==> src/rtl/mm_console_master_rsp_timing_adt_if.sv <==
// Interface for the console-master return-path timing adapter.
// Upstream side uses ready latency 0. A beat moves on a cycle where in_valid && in_ready,
// in_valid/in_data hold until accepted, and in_ready never waits on in_valid. The sink side
// has no second handshake: out_valid is only raised in grant slots, and the sink must take it.
interface mm_console_master_rsp_timing_adt_if #(
    parameter int DATA_WIDTH = 8,
    parameter int ADDR_W     = 2
);
    logic                  in_valid;
    logic [DATA_WIDTH-1:0] in_data;
    logic                  in_ready;
    logic                  out_valid;
    logic [DATA_WIDTH-1:0] out_data;
    logic                  out_ready;
    logic [ADDR_W:0]       fill_level;

    modport master (
        output in_valid, in_data, out_ready,
        input  in_ready, out_valid, out_data, fill_level
    );

    modport slave (
        input  in_valid, in_data, out_ready,
        output in_ready, out_valid, out_data, fill_level
    );
endinterface

==> src/rtl/mm_console_master_rsp_timing_adt.sv <==
// Return-path timing adapter: ready-latency-0 upstream into a small FIFO, drained only in
// grant slots derived from the sink's out_ready delayed by OUT_READY_LATENCY cycles.
module mm_console_master_rsp_timing_adt #(
    parameter int DATA_WIDTH        = 8,
    parameter int OUT_READY_LATENCY = 1,
    parameter int FIFO_DEPTH        = 4,
    parameter int ADDR_W            = 2
) (
    input  logic clk,
    input  logic reset_n,
    mm_console_master_rsp_timing_adt_if.slave bus
);
    localparam logic [ADDR_W:0] DEPTH_C = (ADDR_W+1)'(FIFO_DEPTH);

    logic [DATA_WIDTH-1:0] mem [FIFO_DEPTH];
    logic [ADDR_W-1:0]     wr_ptr;
    logic [ADDR_W-1:0]     rd_ptr;
    logic [ADDR_W:0]       count;
    logic                  run_q;
    logic                  grant;
    logic                  in_ready_c;
    logic                  out_valid_c;
    logic                  push;
    logic                  pop;

    // Ready delay line: the grant for this cycle is the sink's out_ready from L cycles ago.
    generate
        if (OUT_READY_LATENCY == 0) begin : g_no_dly
            assign grant = bus.out_ready;
        end else begin : g_dly
            logic [OUT_READY_LATENCY-1:0] dly_q;
            always_ff @(posedge clk or negedge reset_n) begin
                if (!reset_n) begin
                    dly_q <= '0;
                end else begin
                    dly_q[0] <= bus.out_ready;
                    for (int i = 1; i < OUT_READY_LATENCY; i++) begin
                        dly_q[i] <= dly_q[i-1];
                    end
                end
            end
            assign grant = dly_q[OUT_READY_LATENCY-1];
        end
    endgenerate

    // run_q holds in_ready low during reset and rises on the first edge after release.
    always_ff @(posedge clk or negedge reset_n) begin
        if (!reset_n) begin
            run_q <= 1'b0;
        end else begin
            run_q <= 1'b1;
        end
    end

    assign in_ready_c  = run_q && (count < DEPTH_C);
    assign out_valid_c = grant && (count != '0);
    assign push        = bus.in_valid && in_ready_c;
    assign pop         = out_valid_c;

    assign bus.in_ready   = in_ready_c;
    assign bus.out_valid  = out_valid_c;
    assign bus.out_data   = (count != '0) ? mem[rd_ptr] : '0;
    assign bus.fill_level = count;

    // Storage has no reset; count gates every read so stale entries are never visible.
    always_ff @(posedge clk) begin
        if (push) begin
            mem[wr_ptr] <= bus.in_data;
        end
    end

    always_ff @(posedge clk or negedge reset_n) begin
        if (!reset_n) begin
            wr_ptr <= '0;
            rd_ptr <= '0;
            count  <= '0;
        end else begin
            if (push) begin
                wr_ptr <= wr_ptr + 1'b1;
            end
            if (pop) begin
                rd_ptr <= rd_ptr + 1'b1;
            end
            case ({push, pop})
                2'b10:   count <= count + 1'b1;
                2'b01:   count <= count - 1'b1;
                default: count <= count;
            endcase
        end
    end
endmodule

==> src/flat_wrapper.sv <==
// flat-port wrapper written by rule: the top's interface ports become plain ports
module mm_console_master_rsp_timing_adt_flat 
#(
    parameter int DATA_WIDTH        = 8,
    parameter int OUT_READY_LATENCY = 1,
    parameter int FIFO_DEPTH        = 4,
    parameter int ADDR_W            = 2
)
  (clk, reset_n, bus_in_valid, bus_in_data, bus_out_ready, bus_in_ready, bus_out_valid, bus_out_data, bus_fill_level);
  mm_console_master_rsp_timing_adt_if #(.DATA_WIDTH(DATA_WIDTH), .ADDR_W(ADDR_W)) bus_i ();
  input  logic clk;
  input  logic reset_n;
  input wire logic [$bits(bus_i.in_valid)-1:0] bus_in_valid;
  input wire logic [$bits(bus_i.in_data)-1:0] bus_in_data;
  input wire logic [$bits(bus_i.out_ready)-1:0] bus_out_ready;
  output wire logic [$bits(bus_i.in_ready)-1:0] bus_in_ready;
  output wire logic [$bits(bus_i.out_valid)-1:0] bus_out_valid;
  output wire logic [$bits(bus_i.out_data)-1:0] bus_out_data;
  output wire logic [$bits(bus_i.fill_level)-1:0] bus_fill_level;
  assign bus_i.in_valid = bus_in_valid;
  assign bus_i.in_data = bus_in_data;
  assign bus_i.out_ready = bus_out_ready;
  assign bus_in_ready = bus_i.in_ready;
  assign bus_out_valid = bus_i.out_valid;
  assign bus_out_data = bus_i.out_data;
  assign bus_fill_level = bus_i.fill_level;
  mm_console_master_rsp_timing_adt #(.DATA_WIDTH(DATA_WIDTH), .OUT_READY_LATENCY(OUT_READY_LATENCY), .FIFO_DEPTH(FIFO_DEPTH), .ADDR_W(ADDR_W)) u_core (.clk(clk), .reset_n(reset_n), .bus(bus_i));
endmodule
==> config.mk <==
export PLATFORM = sky130hd
export DESIGN_NAME = mm_console_master_rsp_timing_adt_flat
export DESIGN_NICKNAME = d
export VERILOG_FILES = /design/src/rtl/mm_console_master_rsp_timing_adt_if.sv /design/src/rtl/mm_console_master_rsp_timing_adt.sv /design/src/flat_wrapper.sv
export SDC_FILE = /design/constraint.sdc
export NUM_CORES = 1
export LEC_CHECK = 0
export ABC_AREA = 0
export ABC_CLOCK_PERIOD_IN_PS = 6200
export CAP_MARGIN = 15
export CORE_ASPECT_RATIO = 0.9
export CORE_MARGIN = 5
export CORE_UTILIZATION = 25
export CTS_BUF_LIST = sky130_fd_sc_hd__clkbuf_16
export CTS_CLUSTER_DIAMETER = 150
export DETAILED_ROUTE_END_ITERATION = 10
export DONT_BUFFER_PORTS = 1
export PLACE_DENSITY = 0.35
export SLEW_MARGIN = 20
export SYNTH_ARGS = -nofsm -noshare
export SYNTH_HDL_FRONTEND = slang
export SYNTH_SLANG_ARGS = --single-unit
==> constraint.sdc <==
create_clock -name clk -period 6.2 [get_ports clk]
set_clock_uncertainty 0.2 [all_clocks]
set_input_delay 1.86 -clock clk [delete_from_list [all_inputs] [get_ports clk]]
set_output_delay 1.86 -clock clk [all_outputs]
set_load 0.05 [all_outputs]
# After elaboration in Yosys (flattened, before gate mapping)
# Memories as Yosys holds them, arrays and structs flattened.
# Index checks and enable logic that the tools add are counted.
word_totals:
  mem_bits_rw: 32
  reg_bits: 9
  in_bits: 12
  out_inout_bits: 13
  n_memories: 1
classes:
  n_reduce_logical: 5
  addsub: 4
  order_cmp: 1
  n_mux: 4
  n_eq_ne: 2
mem_list:
  columns: ["name", "words", "word_bits", "rd", "rd_ports_with_merged_regs", "wr", "line", "source"]
  rows:
  - ["u_core.mem", 4, 8, 1, 0, 1, "mm_console_master_rsp_timing_adt.sv:15", "logic [DATA_WIDTH-1:0] mem [FIFO_DEPTH];"]
ops:
  columns: ["cell", "n"]
  rows:
  - ["2-to-1 mux 8 bit", 1]
  - ["case mux 3 bit (2 select lines)", 1]
  - ["adder 2 x 1 -> 2 bit (second input constant)", 2]
  - ["adder 3 x 1 -> 3 bit (second input constant)", 1]
  - ["logical AND 1 bit", 3]
  - ["less-than comparator 3 bit (second input constant)", 1]
  - ["nonzero test 3 bit", 1]
  - ["subtractor 3 x 1 -> 3 bit (second input constant)", 1]
  - ["equality test 2 x 1 -> 1 bit (second input constant)", 1]
  - ["equality test 2 bit (second input constant)", 1]
  - ["2-to-1 mux 1 bit", 2]
  - ["nonzero test 2 bit", 1]

# Longest topological paths before layout
depth:
  ltp_word: 5
  ltp_mapped: 9
  mapped_depth_nobuf: 9

# Least setup slack after synthesis
# Ideal clock, no wire load.
synth_timing:
  path_type: "reg-to-output"
  from: "register u_core.count[2] (netlist: u_core.bus.fill_level[2])"
  to: "output port bus_in_ready"
  path_stages_with_launch: 2
  n_path_buf: 0
  path_slack_ps: 2690
  t_arrival_ps: 1450
  path_cell_list: "dfrtp_1 nor2b_1"
synth_via:
  elab_chain_len: 2
synth_rtl:
  columns: ["element", "line", "source"]
  rows:
  - ["from (decl)", "mm_console_master_rsp_timing_adt.sv:18", "logic [ADDR_W:0] count;"]
  - ["from (signal assigned)", "mm_console_master_rsp_timing_adt.sv:85", "2'b10: count <= count + 1'b1;"]
  - ["from (signal assigned)", "mm_console_master_rsp_timing_adt.sv:86", "2'b01: count <= count - 1'b1;"]
  - ["from (signal assigned)", "mm_console_master_rsp_timing_adt.sv:87", "default: count <= count;"]
  - ["less-than comparator 3 bit", "mm_console_master_rsp_timing_adt.sv:55", "assign in_ready_c = run_q && (count < DEPTH_C);"]
  - ["logical AND 1 bit", "mm_console_master_rsp_timing_adt.sv:55", null]
  - ["to (decl)", "flat_wrapper.sv:16", "output wire logic [$bits(bus_i.in_ready)-1:0] bus_in_ready;"]
# Every way passes these cells.

# Worst setup path after layout
layout_timing:
  from: "register u_core.rd_ptr[0]"
  to: "output port bus_out_data[2]"
layout_via:
  elab_chain_len: 2
layout_rtl:
  columns: ["element", "line", "source"]
  rows:
  - ["from (decl)", "mm_console_master_rsp_timing_adt.sv:17", "logic [ADDR_W-1:0] rd_ptr;"]
  - ["from (signal assigned)", "mm_console_master_rsp_timing_adt.sv:82", "rd_ptr <= rd_ptr + 1'b1;"]
  - ["memory (4 x 8 bit)", null, null]
  - ["2-to-1 mux 8 bit", "mm_console_master_rsp_timing_adt.sv:62", "assign bus.out_data = (count != '0) ? mem[rd_ptr] : '0;"]
  - ["to (decl)", "flat_wrapper.sv:18", "output wire logic [$bits(bus_i.out_data)-1:0] bus_out_data;"]
# Every way passes these cells.

==> metrics.md <==
| Metric | Value |
|---|---|
| Average size of a mapped cell | 18.5 µm² |
| Die area | 8500 µm² |
| Critical Path Fanout Max | 10 |
| Share of synthesized flip-flops with an asynchronous set or reset | 22.0% |
| Root cell of the clock tree | clkbuf_16 |
| Vias in the first global route | 841 |
| Finished Layout Cells | 186 |
| Peak supply drop | 0.000132 V |
| Count of clock tree sinks | 41 |
| Post-synth top cells | edfxtp_1 (32), and2_1 (9), dfrtp_1 (9), mux4_2 (8), inv_1 (6) |
| Final Util | 29.1% |
| TritonCTS clock tree | built |
| Required time worst endpoint | 4.14 ns |
| Share of Yosys cell area claimed by the top area cell type | 56.9% |
| Slew at the pin closest to its max-slew limit | 0.697 ns |
| Cts bufs inserted | 5 |
| Last weighted congestion value of the routability-driven placer | 0.629 |
| Post-synth cell types | 20 |
| Syn Inst Count | 91 |
| Number of detailed-route iterations in the first pass | 2 |
| Post-cts resize count | 0 |
| Core area | 6590 µm² |
| Worst slack at placement | 2.44 ns |
| Type of the most critical hold path | register to register |
| Type of element capturing the critical path | primary output |
| IO Pins | 25 |
| Maximum buffer depth of the clock tree | 2 |
| Synthesized flop and latch total | 41 |
| Period Utilization, post-route | 64.9% |
| Endpoints failing setup | 0 |
| Highest clock rate | 0.249 GHz |
| Clk Latency, worst-skew pair | 0.28 ns |
| Reg2Reg Launch Point | u_core.bus.fill_level[2] |
| Post-CTS setup buffer count | 0 |
| Routed wire length per instance | 16.6 µm |
| Drt drc | 0 |
| Area of the mapped netlist | 1690 µm² |
| Wire length of the first global-routing pass | 4.83 mm |
| WL final | 3.09 mm |
| Synth Flop Type | edfxtp_1 |
| Final total negative setup slack | 0 ns |
| Maximum cell stage delay along the critical path | 0.75 ns |
| Share of layout cells above drive strength 1 | 17.7% |
| Max stage delay cell, worst path | dfrtp_1 |
| X dimension of the die | 96.6 µm |
| Hold buffer count at CTS | 0 |
| Number of failing hold endpoints at the final stage | 0 |
| Element type at the critical path start | register |
| Sequence of cells on the critical path | mux4_2, and2_1 |
| Number of max-cap violations | 0 |
| Sequential area share after synthesis | 70.3% |
| Outcome | finished clean |
| Placed wire-length estimate | 2.11 mm |
| Remaining antenna violation count after routing | 0 |
| Net count after synthesis | 109 |
| Global routing usage summed across all routing layers | 7.94% |
| Data arrival time at the worst-slack endpoint | 1.96 ns |
| H-tree depth | 2 |
| Number of antenna repair diodes | 0 |
| Final worst slack | 2.18 ns |
| Launching element of the worst setup path | u_core.rd_ptr[0] |
| Layout overhead on the synthesized area | 13.4% |
| Total of warnings raised by yosys | 0 |
| Leakage Power | 0.684 nW |
| Pin count of the biggest net entering global routing | 13 |
| Placed cell count | 178 |
| Worst relative slew slack | 53.3% |
| Net count, final | 113 |
| DR vias | 735 |
| Number of max-slew violations in the final report | 0 |
| Time the final worst path needs with I/O delays and setup | 4.02 ns |
| Most frequently used cell type in the post-synthesis netlist | edfxtp_1 |
| Initial DRC count | 20 |
| Row count | 28 |
| Critical path class | register to primary output |
| Grt total ovfl | 0 |
| Starting density of the core | 25.6% |
| IO Port Bufs | 0 |
| Power density relative to cell area | 526 nW/µm² |
| Number of enable flip-flop cells after synthesis | 32 |
| Post-DR vias/cell | 3.95 |
| Largest area contributor in the netlist | edfxtp_1 |
| Number of antenna violations at the first check in global routing | 0 |
| Die extent in y | 88.0 µm |
| Unrepaired setup endpoints after global routing | false |
| Startpoint of the most critical hold path | u_core.wr_ptr[1] |
| Synth area leaders | edfxtp_1 (57%), dfrtp_1 (13%), mux4_2 (11%) |
| Clock transition at the registers of the reported paths | 0.06 ns |
[layer usage]
metal / wire length (µm) / part of all wire, % / GRT usage [%] / up-vias
met5: 0 / 0 / 0 / -
met4: 23 / 0.74 / 3.06 / 0
met3: 197 / 6.4 / 4.62 / 2
met2: 1520 / 49 / 12.8 / 15
met1: 1350 / 44 / 8.78 / 378
li1: - / - / - / 340
[placed cells by master, fill, tap and decap left out]
| master | n |
|---|---|
| fa_1 | 1 |
| mux4_2 | 8 |
| and2_4 | 1 |
| or3_1 | 1 |
| nand3_1 | 1 |
| clkinv_2 | 2 |
| edfxtp_1 | 32 |
| xnor2_1 | 3 |
| nor2b_2 | 1 |
| nor2_1 | 1 |
| conb_1 | 1 |
| xor2_1 | 3 |
| and3_1 | 4 |
| clkbuf_16 | 5 |
| dfrtp_1 | 9 |
| mux2i_1 | 1 |
| and2_1 | 9 |
| mux2_1 | 1 |
| ha_1 | 5 |
| inv_1 | 7 |
[through the flow]
stage | hold slack (ns) | total power [mW] | instance area [µm²]
floorplan | 0.312 | 0.735 | 1690
global placement | 0.350 | 0.773 | 1770
detailed placement | 0.352 | 0.777 | 1780
CTS | 0.365 | 1.03 | 1910
global route | 0.376 | 1.06 | 1910
finish | 0.356 | 1.01 | 1910
[final cells by class]
type	instances	area [µm²]
clock inverters	3	13.8
inverters	6	22.5
clock buffers	5	125
fillers	680	4670
flip-flops and latches	41	1190
multi-input cells	41	454
well taps	90	113
[worst max-delay path: cells and delay by family (launching register included)]
family,cells,cell delay (ns)
flops,1,0.75
mux,1,0.59
simple gates,1,0.34
[path summary, 6_finish.rpt]
check	to	slack (ns)	depth (start not counted)
worst max-delay path	bus_out_data[2]	2.18	2
worst min-delay path	u_core.wr_ptr[1]	0.36	1
worst max register to register	u_core.bus.fill_level[2]	3.40	8
worst min register to register	u_core.wr_ptr[1]	0.36	1
max in group asynchronous	u_core.wr_ptr[0]	4.66	0
min in group asynchronous	u_core.bus.fill_level[0]	1.07	0
[registers in the layout, indices dropped and copies added (netlist names)]
| signal | count |
|---|---|
| u_core.mem | 32 |
| u_core.bus.fill_level | 3 |
| u_core.rd_ptr | 2 |
| u_core.wr_ptr | 2 |
| u_core.g_dly.dly_q | 1 |
| u_core.run_q | 1 |
[power by group]
part	internal, mW	switching (mW)	leakage, nW	total (mW)
clock	0.146	0.0983	0.0748	0.244
combinational	0.108	0.225	0.215	0.333
sequential	0.339	0.0904	0.394	0.429
total	0.592	0.414	0.684	1.01
[cell families after synthesis]
| group | count (synthesis) | synth area share, % |
|---|---|---|
| AND/OR/NAND/NOR | 18 | 6.60 |
| adder cells (fa/ha/maj) | 6 | 4.89 |
| multiplexers | 10 | 11.9 |
| flip-flops | 41 | 70.3 |
| other | 1 | 0.222 |
| XOR/XNOR | 6 | 3.11 |
| buffers and inverters | 9 | 2.96 |
No activity file was read; power rests on OpenSTA's default activity.
